==> src/rtl/systolic_array_wrapper.sv <==
// systolic_array_wrapper: serially loaded 4x4 output-stationary systolic matrix multiplier.
// The controller sequences IDLE -> LOAD -> COMPUTE -> OUTPUT -> DONE; the top holds buffers, PEs and the result shifter.
module sa_ctrl (
    input  logic       clk,
    input  logic       rstn,
    input  logic       en,
    output logic [2:0] state_overall,
    output logic [1:0] state_load_id,
    output logic [1:0] state_load_row,
    output logic [3:0] state_compute_pump,
    output logic       state_compute_out,
    output logic [3:0] state_compute_out_counter
);
    localparam logic [2:0] S_IDLE = 3'd0, S_LOAD = 3'd1, S_COMPUTE = 3'd2, S_OUTPUT = 3'd3, S_DONE = 3'd4;
    always_ff @(posedge clk) begin
        if (rstn) begin
            state_overall             <= S_IDLE;
            state_load_id             <= 2'd0;
            state_load_row            <= 2'd0;
            state_compute_pump        <= 4'd0;
            state_compute_out         <= 1'b0;
            state_compute_out_counter <= 4'd0;
        end else begin
            case (state_overall)
                S_IDLE: if (en) state_overall <= S_LOAD;
                S_LOAD: begin
                    {state_load_row, state_load_id} <= {state_load_row, state_load_id} + 4'd1;
                    if ({state_load_row, state_load_id} == 4'd15) state_overall <= S_COMPUTE;
                end
                S_COMPUTE: begin
                    state_compute_pump <= (state_compute_pump == 4'd9) ? 4'd0 : state_compute_pump + 4'd1;
                    if (state_compute_pump == 4'd9) begin
                        state_overall     <= S_OUTPUT;
                        state_compute_out <= 1'b1;
                    end
                end
                S_OUTPUT: begin
                    state_compute_out_counter <= state_compute_out_counter + 4'd1;
                    if (state_compute_out_counter == 4'd15) begin
                        state_overall     <= S_DONE;
                        state_compute_out <= 1'b0;
                    end
                end
                default: ;
            endcase
        end
    end
endmodule

module systolic_array_wrapper (
    input  logic       clk,
    input  logic       rstn,
    input  logic       en,
    input  logic [7:0] shift_in_A,
    input  logic [7:0] shift_in_B,
    output logic [7:0] shift_out
);
    localparam logic [2:0] S_LOAD = 3'd1, S_COMPUTE = 3'd2;
    logic [2:0]  w_state;
    logic [1:0]  w_load_id, w_load_row;
    logic [3:0]  w_pump, w_out_cnt, w_oidx;
    logic        w_out_act, w_compute;
    logic [7:0]  r_a [4][4];
    logic [7:0]  r_b [4][4];
    logic [7:0]  w_fa [4];
    logic [7:0]  w_fb [4];
    logic [7:0]  w_pa [4][4];
    logic [7:0]  w_pb [4][4];
    logic [15:0] w_acc [4][4];

    sa_ctrl ctrl (
        .clk                       (clk),
        .rstn                      (rstn),
        .en                        (en),
        .state_overall             (w_state),
        .state_load_id             (w_load_id),
        .state_load_row            (w_load_row),
        .state_compute_pump        (w_pump),
        .state_compute_out         (w_out_act),
        .state_compute_out_counter (w_out_cnt)
    );

    assign w_compute = w_state == S_COMPUTE;
    assign w_oidx    = w_out_cnt + 4'd1;

    // Rows and columns arrive last-element-first, so the column/row index is reversed on capture.
    always_ff @(posedge clk) begin
        if (rstn) begin
            for (int r = 0; r < 4; r++)
                for (int c = 0; c < 4; c++) begin
                    r_a[r][c] <= 8'd0;
                    r_b[r][c] <= 8'd0;
                end
        end else if (w_state == S_LOAD) begin
            r_a[w_load_row][2'd3 - w_load_id] <= shift_in_A;
            r_b[2'd3 - w_load_id][w_load_row] <= shift_in_B;
        end
    end

    // Edge feed: lane i carries element k = pump - i, zero outside the 0..3 window (the skew).
    for (genvar i = 0; i < 4; i++) begin : g_feed
        logic [3:0] w_k;
        logic       w_valid;
        assign w_k     = w_pump - 4'(i);
        assign w_valid = (w_pump >= 4'(i)) && (w_k < 4'd4);
        assign w_fa[i] = w_valid ? r_a[i][w_k[1:0]] : 8'd0;
        assign w_fb[i] = w_valid ? r_b[w_k[1:0]][i] : 8'd0;
    end

    for (genvar i = 0; i < 4; i++) begin : g_row
        for (genvar j = 0; j < 4; j++) begin : g_col
            logic [7:0]  w_ain, w_bin, r_pa, r_pb;
            logic [15:0] r_acc;
            if (j == 0) begin : g_al
                assign w_ain = w_fa[i];
            end else begin : g_ai
                assign w_ain = w_pa[i][j-1];
            end
            if (i == 0) begin : g_bt
                assign w_bin = w_fb[j];
            end else begin : g_bi
                assign w_bin = w_pb[i-1][j];
            end
            always_ff @(posedge clk) begin
                if (rstn) begin
                    r_pa  <= 8'd0;
                    r_pb  <= 8'd0;
                    r_acc <= 16'd0;
                end else if (w_compute) begin
                    r_pa  <= w_ain;
                    r_pb  <= w_bin;
                    r_acc <= r_acc + 16'(w_ain) * 16'(w_bin);
                end
            end
            assign w_pa[i][j]  = r_pa;
            assign w_pb[i][j]  = r_pb;
            assign w_acc[i][j] = r_acc;
        end
    end

    // C[0][0] is final well before the last pump, so it can be registered on the COMPUTE exit edge.
    always_ff @(posedge clk) begin
        if (rstn)
            shift_out <= 8'd0;
        else if (w_compute && w_pump == 4'd9)
            shift_out <= w_acc[0][0][7:0];
        else if (w_out_act && w_out_cnt != 4'd15)
            shift_out <= w_acc[w_oidx[3:2]][w_oidx[1:0]][7:0];
        else
            shift_out <= 8'd0;
    end
endmodule

==> config.mk <==
export PLATFORM = sky130hd
export DESIGN_NAME = systolic_array_wrapper
export DESIGN_NICKNAME = d
export VERILOG_FILES = /design/src/rtl/systolic_array_wrapper.sv
export SDC_FILE = /design/constraint.sdc
export NUM_CORES = 2
export LEC_CHECK = 0
export ABC_AREA = 1
export CAP_MARGIN = 40
export CORE_ASPECT_RATIO = 1.25
export CORE_MARGIN = 4
export CORE_UTILIZATION = 60
export CTS_BUF_LIST = sky130_fd_sc_hd__clkbuf_4
export DETAILED_ROUTE_END_ITERATION = 8
export GPL_TIMING_DRIVEN = 0
export PLACE_DENSITY = 0.78
export SYNTH_ARGS = -nofsm -noshare
export SYNTH_HDL_FRONTEND = slang
export SYNTH_SLANG_ARGS = --single-unit
==> constraint.sdc <==
create_clock -name clk -period 5.8 [get_ports clk]
set_clock_uncertainty 0.05 [all_clocks]
set_input_delay 1.45 -clock clk [delete_from_list [all_inputs] [get_ports clk]]
set_output_delay 1.45 -clock clk [all_outputs]
set_load 0.005 [all_outputs]
# Word-level counts from Yosys, hierarchy flattened
# Memory sizes are Yosys's and may differ from the RTL's. A register that Yosys moved wholly into a read port is not among the register bits.
# Index checks and enable logic that the tools add are counted.
# classes
n_eq_ne	11
muxes	55
mul	16
bitwise_logic	8
n_lt_le_gt_ge	18
n_addsub	23
reduce_logical	15
# ops
cell	count
$add A16 B16 Y16	16
$mul A8 B8 Y16	16
$mux W32	6
$mux W8	22
$bmux W64 S2	1
$mux W64	2
$bmux W8 S2	4
$reduce_or A32 Y1	2
$bmux W16 S2	1
$demux W8 S2	2
$ge A3 B3 Y1 const B	8
$not A2 Y3	8
$lt A4 B3 Y1 const B	4
$add A4 B1 Y4 const B	3
$eq A4 B4 Y1 const B	3
$mux W3	4
$pmux W3 S4	1
$ge A4 B1 Y1 const B	2
$ge A4 B2 Y1 const B	2
$logic_and A1 B1 Y1	8
$mux W2	4
$sub A4 B2 Y4 const B	2
$eq A3 B2 Y1 const B	2
$lt A3 B1 Y1 const B	2
other kinds (14)	21
# word_totals
mem_bits_rw	256
word_cells	195
input_bits	19
reg_bits	472
n_memories	2
# memory_table
memory	depth	word_bits	rd	rd_ports_with_merged_regs	write_ports	line_no	source
r_a	4	32	4	0	4	63	logic [7:0] r_a [4][4];
r_b	4	32	4	1	4	64	logic [7:0] r_b [4][4];

# Depth between registers and ports, before layout
# logic_depth
depth_word	10
depth_mapped	39
ltp_nobuf	36

# Modules after synthesis
# From an unflattened synthesis, not the netlist that was laid out.
# unflattened
cells_unflattened	5545
area_unflattened_um2	42982.5
# by_module_without_submodules
module	n_inst	area_each_um2	cells_per_inst
systolic_array_wrapper	1	42180.5	5433
sa_ctrl	1	802.0	112

# Worst setup path after synthesis
# Ideal clock, no wire load.
# synth_timing
path_kind	register to register
from	register ctrl.state_compute_pump[0]
to	register g_row[0].g_col[1].r_acc[7]
period_less_slack_ns	5.551
path_stages_with_launch	33
setup_slack_ns	0.249
setup_ns	0.109
arrival_ns	5.392
path_cell_list	dfxtp_1 -> buf_4 -> inv_4 -> buf_4 -> buf_4 -> ha_1 -> buf_4 -> clkbuf_1 -> a21oi_1 -> a21oi_1 -> nand2_1 -> inv_1 -> nand2_1 -> fa_1 -> fa_1 -> inv_1 -> fa_1 -> inv_1 -> fa_1 -> inv_1 -> ha_1 -> nand2_1 -> o21ai_0 -> xor2_1 -> nand3_1 -> nand2_1 -> nand2_1 -> nand2_1 -> inv_1 -> nand2_1 -> nand3_1 -> nand2_1 -> inv_1
# synth_between
elab_chain_cells	6
elab_cells_between_ends	8
cone_classes	add/sub (2); mul (1); order compare (2); mux (1); reduce/logical (1); memory (1)
# synth_rtl
item	line_no	source
start: declaration	10	output logic [3:0] state_compute_pump,
start signal: assignment	31	state_compute_pump <= (state_compute_pump == 4'd9) ? 4'd0 : state_compute_pump + 4'd1;
$sub A4 B1 Y4	104	assign w_k = w_pump - 4'(i);
$lt A4 B3 Y1	105	assign w_valid = (w_pump >= 4'(i)) && (w_k < 4'd4);
$logic_and A1 B1 Y1	105	
$mux W8 *	107	assign w_fb[i] = w_valid ? r_b[w_k[1:0]][i] : 8'd0;
$mul A8 B8 Y16 *	132	r_acc <= r_acc + 16'(w_ain) * 16'(w_bin);
$add A16 B16 Y16 *	132	
end signal: assignment	132	
end: declaration	113	logic [15:0] r_acc;
# Every way passes the cells marked *; elsewhere a longest branch is shown, timed or not.
# A chain may end at the register's enable or synchronous reset.

# Final worst setup path
# layout_timing
from	register ctrl.state_compute_pump[3]
to	register g_row[0].g_col[0].r_acc[7]
# layout_between
elab_chain_cells	5
elab_cells_between_ends	7
cone_classes	add/sub (1); mul (1); order compare (2); mux (2); reduce/logical (1)
# layout_rtl
item	line_no
$ge A4 B1 Y1 or $lt A4 B3 Y1 (tied branches)	105
$logic_and A1 B1 Y1 *	105
$mux W8 (on tied branches)	106, 107
$mul A8 B8 Y16 *	132
$add A16 B16 Y16 *	132
end signal: assignment	132
end: declaration	113
# Marked as above.

==> flow_summary.yaml <==
worst_setup_path:
  cp_slowest_cell: "o21ai_2"
  required_ns: 6.70
  cpMostUsedCell: "nand2_1"
  regToRegEndpoint: "g_row[0].g_col[0].r_acc[7]"
  crit_path_end: "g_row[0].g_col[0].r_acc[7]"
  r2r-start: "ctrl.state_compute_pump[3]"
  critPathKind: "flop to flop"
  reg2reg_slack_ns: 0.08
  endpoint_kind: "flop"
  slowest_delay_ns: 0.57
  worst_ep_arrival_time_ns: 6.62
  crit_path_start_kind: "flop"
  crit_path_start: "ctrl.state_compute_pump[3]"
  worstPathMaxFanout: 10
  worstRegToRegCells: 29
yosys:
  synth_cells: 5473
  syn_area_um2: 43000
  yosys_warnings: 0
  synth_top_flop_cell: "dfxtp_1"
  synth_cell_types: 48
  syn_nets: 6064
  seq_area_frac_synth: 0.339
  synth.avg_cell_area_um2: 7.87
  ys_ff_latch: 602
  synth_edf_count: 256
  async_flop_share: 0
timing:
  max-slew-margin-rel: 0.324
  tightest_slew_ns: 1.01
  layout_min_cycle_time_ns: 5.72
  finalCritPeriodShare: 0.986
  drv_slew: 0
  finalSetupViolations: 0
  fmax_mhz: 175
  rsz0062_at_grt: "true"
  hold_viol: 0
layout:
  final_cell_mix: "nand2_1, inv_1, nor2_1, o21ai_0, dfxtp_1"
  fillCellCount: 6013
  postLayoutCellArea_um2: 47700
  seqCellArea_um2: 14600
  area_delta_synth_final_pct: 10.8
  drive_gt1_frac: 0.0908
  final_common_cell: "nand2_1"
  fin_nets: 6312
  multi_input_area_um2: 24000
placed_design:
  hpwl_um: 119000
  placed_area_um2: 44800
  gp_congestion: 1.03
  io_buffers: 25
clock_network:
  root_buffer: "clkbuf_4"
  worstSkewPairLatency_ns: 1.13
  cts_tree: "done"
  cts.hold.buffers_added: 0
  cts.htree.levels: 4
  cts.sink_count: 602
  clk_pin_slew_ns: 0.07
  cts_buffer_depth: 3
  cts_buffers: 156
global_routing:
  track_usage: 0.403
  grt_max_degree: 20
  antenna_found_initial: 5
  grt_pass1_vias: 38300
  grt.overflow.total: 0
  grt_pass1_wl_um: 227000
die:
  dieArea_um2: 76100
  placementRows: 109
  core_area_um2: 70900
  dieWidth_um: 248
  start_util: 0.607
  die_h_um: 307
  ioPinCount: 27
worst_hold_path:
  whs_path_depth: 2
  hp-class: "flop to flop"
routing:
  num_vias: 38900
  ant_nets: 0
  vias_per_cell: 5.73
  drc_errors: 0
  drt_iter0_drc: 4039
  wl_per_cell_um: 22.6
  firstDrtPassIters: 6
  wl_um: 153000
power_and_ir_drop:
  powerDensity_nw_per_um2: 388
  power.leakage_nw: 23.3
  pwr-share-clk: 0.208
  p_comb_frac: 0.460
  p_sw_w: 0.00874
  total_power_w: 0.0185
  p_sw_frac: 0.473
  vdd_drop_max_v: 0.000222
  internal_power_w: 0.00975
  power_frac_seq: 0.332
run_status:
  outcome: "complete, no violations"
run:
  cap_violations: 0
[critical path, delay by kind of cell, from the launching register on]
kind / cells / cell delay [ns]
adders and majority gates: 5 / 2.42
DFF: 1 / 0.31
and+or+nand+nor: 14 / 1.52
AOI/OAI and AO/OA: 3 / 0.84
buffers and inverters: 7 / 0.43
[kinds of logic after synthesis]
group,Yosys count,synth area share
xor gates and xnor gates,198,0.0405
adders and majority gates,572,0.216
and+or+nand+nor,2073,0.195
DFF,602,0.339
muxes,3,0.000698
AOI/OAI and AO/OA,779,0.0950
buffers and inverters,1246,0.113
[synthesized netlist by cell type (all sizes together) (2+ instances only)]
master,n,area share
o211ai,8,0.0014
a211oi,33,0.0058
edfxtp,256,0.18
dfxtp,346,0.16
nand3b,19,0.0033
a21oi,267,0.031
o21ai,430,0.050
fa,288,0.13
mux2i,3,0.00070
a21o,9,0.0016
nor2,742,0.067
a31oi,9,0.0013
inv,972,0.085
nor3,8,0.0020
nor4,3,0.00044
nand2,1114,0.099
buf,59,0.0093
nand4,18,0.0026
clkbuf,213,0.019
nand3,163,0.020
o21a,6,0.0010
o22ai,14,0.0020
xnor2,104,0.021
xor2,94,0.019
or2,5,0.00073
ha,284,0.083
clkinv,2,0.00017
[sequential cells by signal, indices dropped and copies added, names as in the netlist, named ones only]
name / cells
r_a: 128
shift_out: 8
g_row.g_col.r_pa: 96
ctrl.state_compute_out_counter: 4
g_row.g_col.r_pb: 96
ctrl.state_overall: 3
ctrl.state_compute_out: 1
ctrl.state_load_row: 2
ctrl.state_load_id: 2
ctrl.state_compute_pump: 4
r_b: 128
g_row.g_col.r_acc: 128
[worst min-delay path by stage]
stage	startpoint	slack [ns]	to
after floorplan	ctrl.state_compute_out	0.39	ctrl.state_compute_out
after global placement	ctrl.state_compute_out	0.40	ctrl.state_compute_out
after detailed placement	ctrl.state_compute_out	0.41	ctrl.state_compute_out
after CTS	ctrl.state_compute_out	0.42	ctrl.state_compute_out
after global routing	ctrl.state_compute_out	0.46	ctrl.state_compute_out
final	ctrl.state_compute_out	0.42	ctrl.state_compute_out
[metal layers]
metal  up-vias  share of wire  global-route usage
li1      17600              -                   -
met1     18300           0.33               0.437
met2      2271           0.46               0.653
met3       806          0.092              0.0916
met4         6           0.12               0.369
met5         -        0.00023                   0
[layout make-up]
cell class,count,share of cell area
Timing Repair Buffer,93,0.0187
Clock inverter,63,0.00847
Sequential cell,602,0.307
Tap cell,943,0.0247
Antenna cell,8,0.000420
Buffer,269,0.0280
Inverter,974,0.0773
Multi-Input combinational cell,3625,0.502
Clock buffer,213,0.0335
[stage by stage]
stage	TNS, ns	util	hold slack (ns)	instances	setup slack (ns)
3_3_place_gp	-11.81	0.627	0.402	6441	-1.38
6_report	0	0.673	0.417	6790	0.0840
5_1_grt	-0.137	0.672	0.462	6785	-0.0479
2_1_floorplan	0	-	0.394	5473	0.249
4_1_cts	0	0.665	0.417	6752	0.000407
3_5_place_dp	-12.67	0.631	0.407	6462	-1.40
[what timing repair did]
action                     CTS  global route
gates resized for setup     78           100
pin swaps                   17            64
setup endpoints to repair   25             7
gates cloned                 0             0
setup buffers               16            30
[power by group through the flow]
stage / logic, W / registers, W / clock network [W]
4_1_cts: 0.00812 / 0.00608 / 0.00382
2_1_floorplan: 0.00498 / 0.00574 / 0
3_3_place_gp: 0.00762 / 0.00615 / 0
3_5_place_dp: 0.00791 / 0.00617 / 0
6_report: 0.00851 / 0.00614 / 0.00384
5_1_grt: 0.00921 / 0.00617 / 0.00405
Power figures use the tool's default switching activity.
